<file path="src/rtl/uart_pkg.sv">
// uart_pkg: shared definitions for the UART receiver (and transmitter).
//   state_t      receiver FSM states
//   D_WIDTH_DEF  default data bits per frame
//   LINE_IDLE    idle level of the serial line
//   even_parity  XOR of up to 32 data bits (zero-extend narrower words)
package uart_pkg;

   typedef enum logic [2:0] {
      IDLE,
      START,
      DATA,
      PARITY,
      STOP,
      WAIT_IDLE
   } state_t;

   localparam int   D_WIDTH_DEF = 8;
   localparam logic LINE_IDLE   = 1'b1;

   function automatic logic even_parity(input logic [31:0] d);
      return ^d;
   endfunction

endpackage

</file>
<file path="src/rtl/uart_bit_timer.sv">
// uart_bit_timer: clk_cnt owner for serial bit timing.
//   clk   clock
//   rst   synchronous active-high reset
//   run   counting enabled; counter held at 0 while low
//   half  select half-bit terminal count (start-bit centre) instead of full bit
//   tick  sample strobe; counter restarts from 0 on the following cycle
module uart_bit_timer #(
   parameter int CLKS_PER_BIT = 1
) (
   input  logic clk,
   input  logic rst,
   input  logic run,
   input  logic half,
   output logic tick
);

   localparam int CW = (CLKS_PER_BIT > 1) ? $clog2(CLKS_PER_BIT) : 1;
   localparam logic [CW-1:0] HALF = CW'((CLKS_PER_BIT - 1) / 2);
   localparam logic [CW-1:0] FULL = CW'(CLKS_PER_BIT - 1);

   logic [CW-1:0] clk_cnt;

   assign tick = run && (clk_cnt == (half ? HALF : FULL));

   always_ff @(posedge clk) begin
      if (rst)
         clk_cnt <= '0;
      else if (!run || tick)
         clk_cnt <= '0;
      else
         clk_cnt <= clk_cnt + 1'b1;
   end

endmodule

</file>
<file path="src/rtl/uart_rx.sv">
// uart_rx: serial receiver. Frame = start(0), D_WIDTH data LSB first,
// even parity, stop(1). Completed bytes land in a one-entry valid/ready
// register together with parity/frame status.
//   clk, rst    clock, synchronous active-high reset
//   rxd         serial line, idle high
//   rx_data     received byte (qualified by rx_valid)
//   rx_valid    output register holds a byte
//   rx_ready    consumer accepts when rx_valid && rx_ready
//   parity_err  parity mismatch for held byte
//   frame_err   stop bit sampled 0 for held byte
//   overrun     one-cycle pulse when a completed frame is dropped
//   busy        receiver not in IDLE
// Optional: define UART_RX_SYNC_EN to pass rxd through a two-flop
// synchronizer (adds 2 cycles of latency).
module uart_rx
   import uart_pkg::*;
#(
   parameter int D_WIDTH      = D_WIDTH_DEF,
   parameter int CLKS_PER_BIT = 1
) (
   input  logic               clk,
   input  logic               rst,
   input  logic               rxd,
   output logic [D_WIDTH-1:0] rx_data,
   output logic               rx_valid,
   input  logic               rx_ready,
   output logic               parity_err,
   output logic               frame_err,
   output logic               overrun,
   output logic               busy
);

   localparam int BW = (D_WIDTH > 1) ? $clog2(D_WIDTH) : 1;
   localparam logic [BW-1:0] LAST = BW'(D_WIDTH - 1);

   logic               rxd_s;
   state_t             state, state_nxt;
   logic [BW-1:0]      bit_cnt;
   logic [D_WIDTH-1:0] shreg;
   logic               perr;
   logic               tick;
   logic               complete;

`ifdef UART_RX_SYNC_EN
   logic [1:0] sync;
   always_ff @(posedge clk) begin
      if (rst)
         sync <= {2{LINE_IDLE}};
      else
         sync <= {sync[0], rxd};
   end
   assign rxd_s = sync[1];
`else
   assign rxd_s = rxd;
`endif

   // START uses the half-bit count to land on the start-bit centre; every
   // later sample is a full bit after the previous one.
   uart_bit_timer #(
      .CLKS_PER_BIT(CLKS_PER_BIT)
   ) u_timer (
      .clk  (clk),
      .rst  (rst),
      .run  ((state == START) || (state == DATA) || (state == PARITY) || (state == STOP)),
      .half (state == START),
      .tick (tick)
   );

   always_ff @(posedge clk) begin
      if (rst)
         state <= IDLE;
      else
         state <= state_nxt;
   end

   always_comb begin
      state_nxt = state;
      complete  = 1'b0;
      case (state)
         IDLE:
            // With one clock per bit the detecting cycle is already the
            // start-bit sample, so skip START entirely.
            if (rxd_s == 1'b0)
               state_nxt = (CLKS_PER_BIT == 1) ? DATA : START;
         START:
            if (tick)
               state_nxt = rxd_s ? IDLE : DATA;
         DATA:
            if (tick && bit_cnt == LAST)
               state_nxt = PARITY;
         PARITY:
            if (tick)
               state_nxt = STOP;
         STOP:
            if (tick) begin
               complete  = 1'b1;
               state_nxt = rxd_s ? IDLE : WAIT_IDLE;
            end
         WAIT_IDLE:
            // Hold off on a break / stuck-low line until it goes idle.
            if (rxd_s == LINE_IDLE)
               state_nxt = IDLE;
         default:
            state_nxt = IDLE;
      endcase
   end

   assign busy = (state != IDLE);

   always_ff @(posedge clk) begin
      if (rst) begin
         bit_cnt <= '0;
         shreg   <= '0;
         perr    <= 1'b0;
      end else begin
         if (state != DATA)
            bit_cnt <= '0;
         else if (tick) begin
            bit_cnt <= (bit_cnt == LAST) ? '0 : bit_cnt + 1'b1;
            shreg   <= {rxd_s, shreg[D_WIDTH-1:1]};
         end
         if (state == PARITY && tick)
            perr <= rxd_s ^ even_parity(32'(shreg));
      end
   end

   always_ff @(posedge clk) begin
      if (rst) begin
         rx_data    <= '0;
         rx_valid   <= 1'b0;
         parity_err <= 1'b0;
         frame_err  <= 1'b0;
         overrun    <= 1'b0;
      end else begin
         overrun <= 1'b0;
         if (complete && (!rx_valid || rx_ready)) begin
            rx_data    <= shreg;
            parity_err <= perr;
            frame_err  <= ~rxd_s;
            rx_valid   <= 1'b1;
         end else begin
            if (complete)
               overrun <= 1'b1;
            if (rx_valid && rx_ready)
               rx_valid <= 1'b0;
         end
      end
   end

endmodule

</file>
<file path="config.mk">
export PLATFORM = sky130hd
export DESIGN_NAME = uart_rx
export DESIGN_NICKNAME = d
export VERILOG_FILES = /design/src/rtl/uart_pkg.sv /design/src/rtl/uart_bit_timer.sv /design/src/rtl/uart_rx.sv
export SDC_FILE = /design/constraint.sdc
export NUM_CORES = 1
export LEC_CHECK = 0
export CELL_PAD_IN_SITES_DETAIL_PLACEMENT = 1
export CELL_PAD_IN_SITES_GLOBAL_PLACEMENT = 1
export CORE_MARGIN = 2
export CORE_UTILIZATION = 36
export DETAILED_ROUTE_END_ITERATION = 7
export HOLD_SLACK_MARGIN = 0.03
export PLACE_DENSITY = 0.71
export SLEW_MARGIN = 15
export SYNTH_ARGS = -nofsm -noshare
export SYNTH_HDL_FRONTEND = slang
export SYNTH_HIERARCHICAL = 1
export SYNTH_SLANG_ARGS = --single-unit
</file>
<file path="constraint.sdc">
create_clock -name clk -period 1.86 [get_ports clk]
set_input_delay 0.186 -clock clk [delete_from_list [all_inputs] [get_ports clk]]
set_output_delay 0.186 -clock clk [all_outputs]
set_load 0.01 [all_outputs]
</file>
; ---- Yosys cells after proc, flatten, opt, wreduce, memory -nomap -nowiden
; Cells that the tools add are included.
[word_totals]
register_bits = 28
input_bits = 4
output_inout_bits = 13
word_cells = 65
[classes]
addsub = 2
eq_ne = 13
muxes = 15
n_bitwise = 4
n_reduce_logical = 21
[op_table]
columns = operator, n
row1 = 32-bit parity, 1
row2 = 3-bit 2-to-1 mux, 8
row3 = 3-bit case mux with 6 select lines, 1
row4 = "2-bit inequality test, second input constant", 5
row5 = "3-bit == test, second input constant", 3
row6 = "3-bit by 2-bit == test with 1-bit output, second input constant", 2
row7 = 6-bit AND reduction, 1
row8 = 2-bit OR reduction, 3
row9 = 1-bit logical AND, 5
row10 = 1-bit logical OR, 5
row11 = 1-bit 2-to-1 mux, 5
row12 = "3-bit by 1-bit adder with 3-bit output, second input constant", 1
row13 = "3-bit by 1-bit == test with 1-bit output, second input constant", 1
row14 = 3-bit zero test, 1
row15 = "3-bit by 2-bit inequality test with 1-bit output, second input constant", 1
row16 = 1-bit inverter, 3
row17 = 3-bit nonzero test, 1
row18 = 1-bit zero test, 2
row19 = 2-bit 2-to-1 mux, 1
row20 = "2-bit by 1-bit inequality test with 1-bit output, second input constant", 1
row21 = 2-bit AND reduction, 1
row22 = 2-bit nonzero test, 1
row23 = "1-bit adder, second input constant", 1
row24 = 1-bit bitwise XOR, 1

; ---- Depth between registers and ports, before layout
[logic_depth]
depth_word = 9
mapped_depth = 10
ltp_nobuf = 7

; ---- Hierarchy
; Netlist, hierarchy kept.
[modules_own_cells]
columns = mod, instances, cells_per_inst, area_each_um2, seq_area_each_um2
row1 = uart_rx, 1, 120, 1156.1, 540.5
row2 = uart_bit_timer, 1, 3, 37.5, 20.0

; ---- Worst setup path after synthesis
; No wires, ideal clock.
[synth_timing]
path_type = register -> register
from = register state[2]
to = register parity_err
setup_ns = 0.128
t_arrival_ns = 1.931
required_ns = 1.732
path_slack_ns = -0.199
stages_incl_launch_ff = 11
n_path_buf = 3
synth_period_minus_slack_ns = 2.059
cell_sequence = dfxtp_1 buf_4 or3_1 and2_1 nor2b_4 buf_4 nand4bb_1 nand2b_1 buf_4 mux2i_1 nor2_1
[synth_between]
elab_chain_cells = 8
word_cells_on_any_way = 11
cone_classes = eq/ne: 4 / mux: 2 / reduce/logical: 5
[synth_rtl]
columns = item, line
row1 = start: declaration, uart_rx.sv:37  ; state_t state, state_nxt;
row2 = start signal: assignment, uart_rx.sv:73  ; state <= state_nxt;
row3 = 3-bit by 1-bit == test with 1-bit output / 3-bit by 2-bit == test with 1-bit output (equally long branches), uart_rx.sv:64  ; .run ((state == START) || (state == DATA) || (state == PARITY) || (state == STOP)),
row4 = 1-bit logical OR (2 in series), uart_rx.sv:64
row5 = 1-bit logical OR (*), uart_rx.sv:64
row6 = 1-bit logical AND (*), uart_bit_timer.sv:23  ; assign tick = run && (clk_cnt == (half ? HALF : FULL));
row7 = named net tick, uart_rx.sv:41  ; logic tick;
row8 = 1-bit 2-to-1 mux (*), uart_rx.sv:95  ; if (tick) begin
row9 = 1-bit 2-to-1 mux (*), uart_rx.sv:79  ; case (state)
row10 = 1-bit logical AND (*), uart_rx.sv:136  ; if (complete && (!rx_valid || rx_ready)) begin
row11 = end signal: assignment, uart_rx.sv:138  ; parity_err <= perr;
row12 = end: declaration, uart_rx.sv:27  ; output logic parity_err,
; Mark *: on every way through the listed nets, which the timed path passes. The rest lies on a longest branch.
; A chain may end at the register's enable or synchronous reset.

; ---- Final worst setup path
[layout_timing]
from = register state[1]
to = output port busy
[layout_between]
elab_chain_cells = 1
[layout_rtl]
columns = item, line
row1 = 3-bit nonzero test, uart_rx.sv:108  ; assign busy = (state != IDLE);
row2 = end: declaration, uart_rx.sv:30  ; output logic busy
; Every way passes these cells.

==> results_dict.tcl <==
set metrics [dict create \
    num_antenna_cells 0 \
    synthCells 122 \
    final_hold_viol_count 0 \
    detailedPlace.worstSlack_ps 79.76 \
    syn_nets 128 \
    drive_above_1_share 0.1197 \
    required_ps 1670 \
    die_area_um2 3770 \
    powerDensity_nw_per_um2 613.0 \
    grt_max_degree 15 \
    crit_buf_inv 1 \
    drc 0 \
    instances_no_fill 186 \
    finClkSkew_ps 7.871 \
    setup_viol 0 \
    yosys_warnings 6 \
    cp_top_family "buffers and inverters" \
    drt_iter0_drc 10 \
    crit_fanout 3 \
    synthToLayoutAreaGrowth_pct 25.84 \
    critPathMaxStageDelay_ps 480 \
    rsz0062_at_grt "false" \
    worst_setup_path_start_kind "flip-flop" \
    syn_avg_cell_area_um2 9.722 \
    initial_core_util 0.3823 \
    chipHeight_um 61.40 \
    ant_nets 0 \
    crit_path_top_delay_cell "clkdlybuf4s50_1" \
    fin_tns_setup_ps 0 \
    hpwl_um 1765 \
    grt_first_pass_wirelength_um 3808 \
    cp-end-kind "output port" \
    cts.sinks 28 \
    rows 20 \
    ir_drop_mv 0.3315 \
    cts_setup_buffers 0 \
    num_io_pins 17 \
    via_per_inst 4.806 \
    cts_tree "done" \
    cts-root-buf "clkbuf_4" \
    place_area_um2 1440 \
    outcome "completed" \
    path_cells "or3_4, clkdlybuf4s50_1" \
    maxCapViolCount 0 \
    numPortBuffers 16 \
    drt_wl_total_um 2390 \
    p_leak_nw 0.6291 \
    ctsHtreeMaxLevel 1 \
    die_w_um 61.40 \
    place_congestion 0.6987 \
    core_area_um2 3103 \
    final_area_um2 1493 \
    wire_per_inst_um 12.85 \
    hold_path.class "reg -> reg" \
    power_mw 0.9150 \
    clk_pin_slew_ps 140 \
    cts_buffer_depth 2 \
    critPathKind "reg -> out" \
    syn_area_um2 1186 \
    finalCriticalPeriod_ps 1724 \
    fin_ws_ps 135.6 \
    firstDrtPassIters 4 \
    dp_cells 182 \
    cts_buffers 3 \
    fin_nets 150 \
    antenna_found_initial 0 \
    grt_overflow 0 \
    vias 894 \
    fin_crit_sh 0.9271 \
    grt_pass1_vias 881 \
    clock_latency_ps 330 \
    grt_usage 0.1412 \
    fmax_mhz 579.9 \
    drv_slew 0 \
    cp.arrival_ps 1540 \
]
==> sequential cells by signal, indices dropped and copies added (netlist names) <==
| signal | count |
|---|---|
| rx_valid | 1 |
| frame_err | 1 |
| shreg | 8 |
| u_timer/clk_cnt | 1 |
| parity_err | 1 |
| overrun | 1 |
| bit_cnt | 3 |
| rx_data | 8 |
| state | 3 |
| perr | 1 |
==> power by group <==
part | internal (mW) | total, mW | switching, mW
logic | 0.0359 | 0.0668 | 0.0309
registers | 0.604 | 0.607 | 0.00314
clock network | 0.0761 | 0.241 | 0.165
total | 0.716 | 0.915 | 0.199
==> cell type report <==
type,count,area [um2]
multi-input combinational,85,613.1
tap,44,55.05
clock buffer,3,22.52
inverter,2,7.507
timing repair buffer,24,232.7
sequential,28,561.8
fill,383,1610
==> path summary, 6_finish.rpt <==
kind / startpoint / endpoint / slack [ps] / cells after the start
min reg2reg: frame_err$_SDFFE_PP0P_ / frame_err$_SDFFE_PP0P_ / 490 / 2
max: state[1]$_SDFFE_PP0P_ / busy / 140 / 2
max reg2reg: state[1]$_SDFFE_PP0P_ / rx_data[1]$_SDFFE_PP0P_ / 170 / 7
min: frame_err$_SDFFE_PP0P_ / frame_err$_SDFFE_PP0P_ / 490 / 2
==> worst reg2reg max path: cells and delay by family, from the launching register on <==
kind / cells / cell delay [ps]
and+or+nand+nor: 6 / 1030
DFF: 1 / 350
muxes: 1 / 210
==> layer usage <==
| metal | up-vias | GRT usage | wire length [um] |
|---|---|---|---|
| met1 | 420 | 0.1587 | 1098 |
| li1 | 455 | - | - |
| met5 | - | 0 | 0 |
| met4 | 0 | 0.05471 | 34 |
| met3 | 5 | 0.05042 | 106 |
| met2 | 14 | 0.2447 | 1151 |
==> per-stage QoR <==
| stage | hold slack (ps) | util |
|---|---|---|
| floorplan | 265.3 | - |
| global placement | 444.7 | 0.4641 |
| detailed placement | 472.2 | 0.4641 |
| CTS | 491.5 | 0.4714 |
| global route | 529.0 | 0.4810 |
| finish | 485.9 | 0.4810 |
==> placed cells by master (no fill, tap or decap) <==
master            n
nand2_1           5
o21ai_0           4
ha_1              2
dfxtp_1          27
o21a_1            1
nor3_1            2
xnor2_1           3
mux2i_1          19
and2_1            1
inv_1             2
dfxtp_2           1
nand4bb_4         1
a311oi_1          1
nand3b_1          2
xnor3_1           1
and3_1            1
or2_0             1
o211ai_1          1
buf_4             7
nand2b_4          2
nand4b_1          1
nand2b_1          1
nor2b_4           1
nand3_1           2
buf_12            1
nor2_1           23
conb_1            1
clkdlybuf4s50_1  16
a21oi_1           6
clkbuf_4          3
or3_4             1
xor2_1            2
==> repair_timing <==
item | 4_1_cts | 5_1_grt
hold endpoints to repair | 0 | 0
resized for setup | 0 | 2
hold buffers | 0 | 0
endpoints found under the setup margin | 0 | 7
Note: power is estimated with default switching activity, not from simulation.
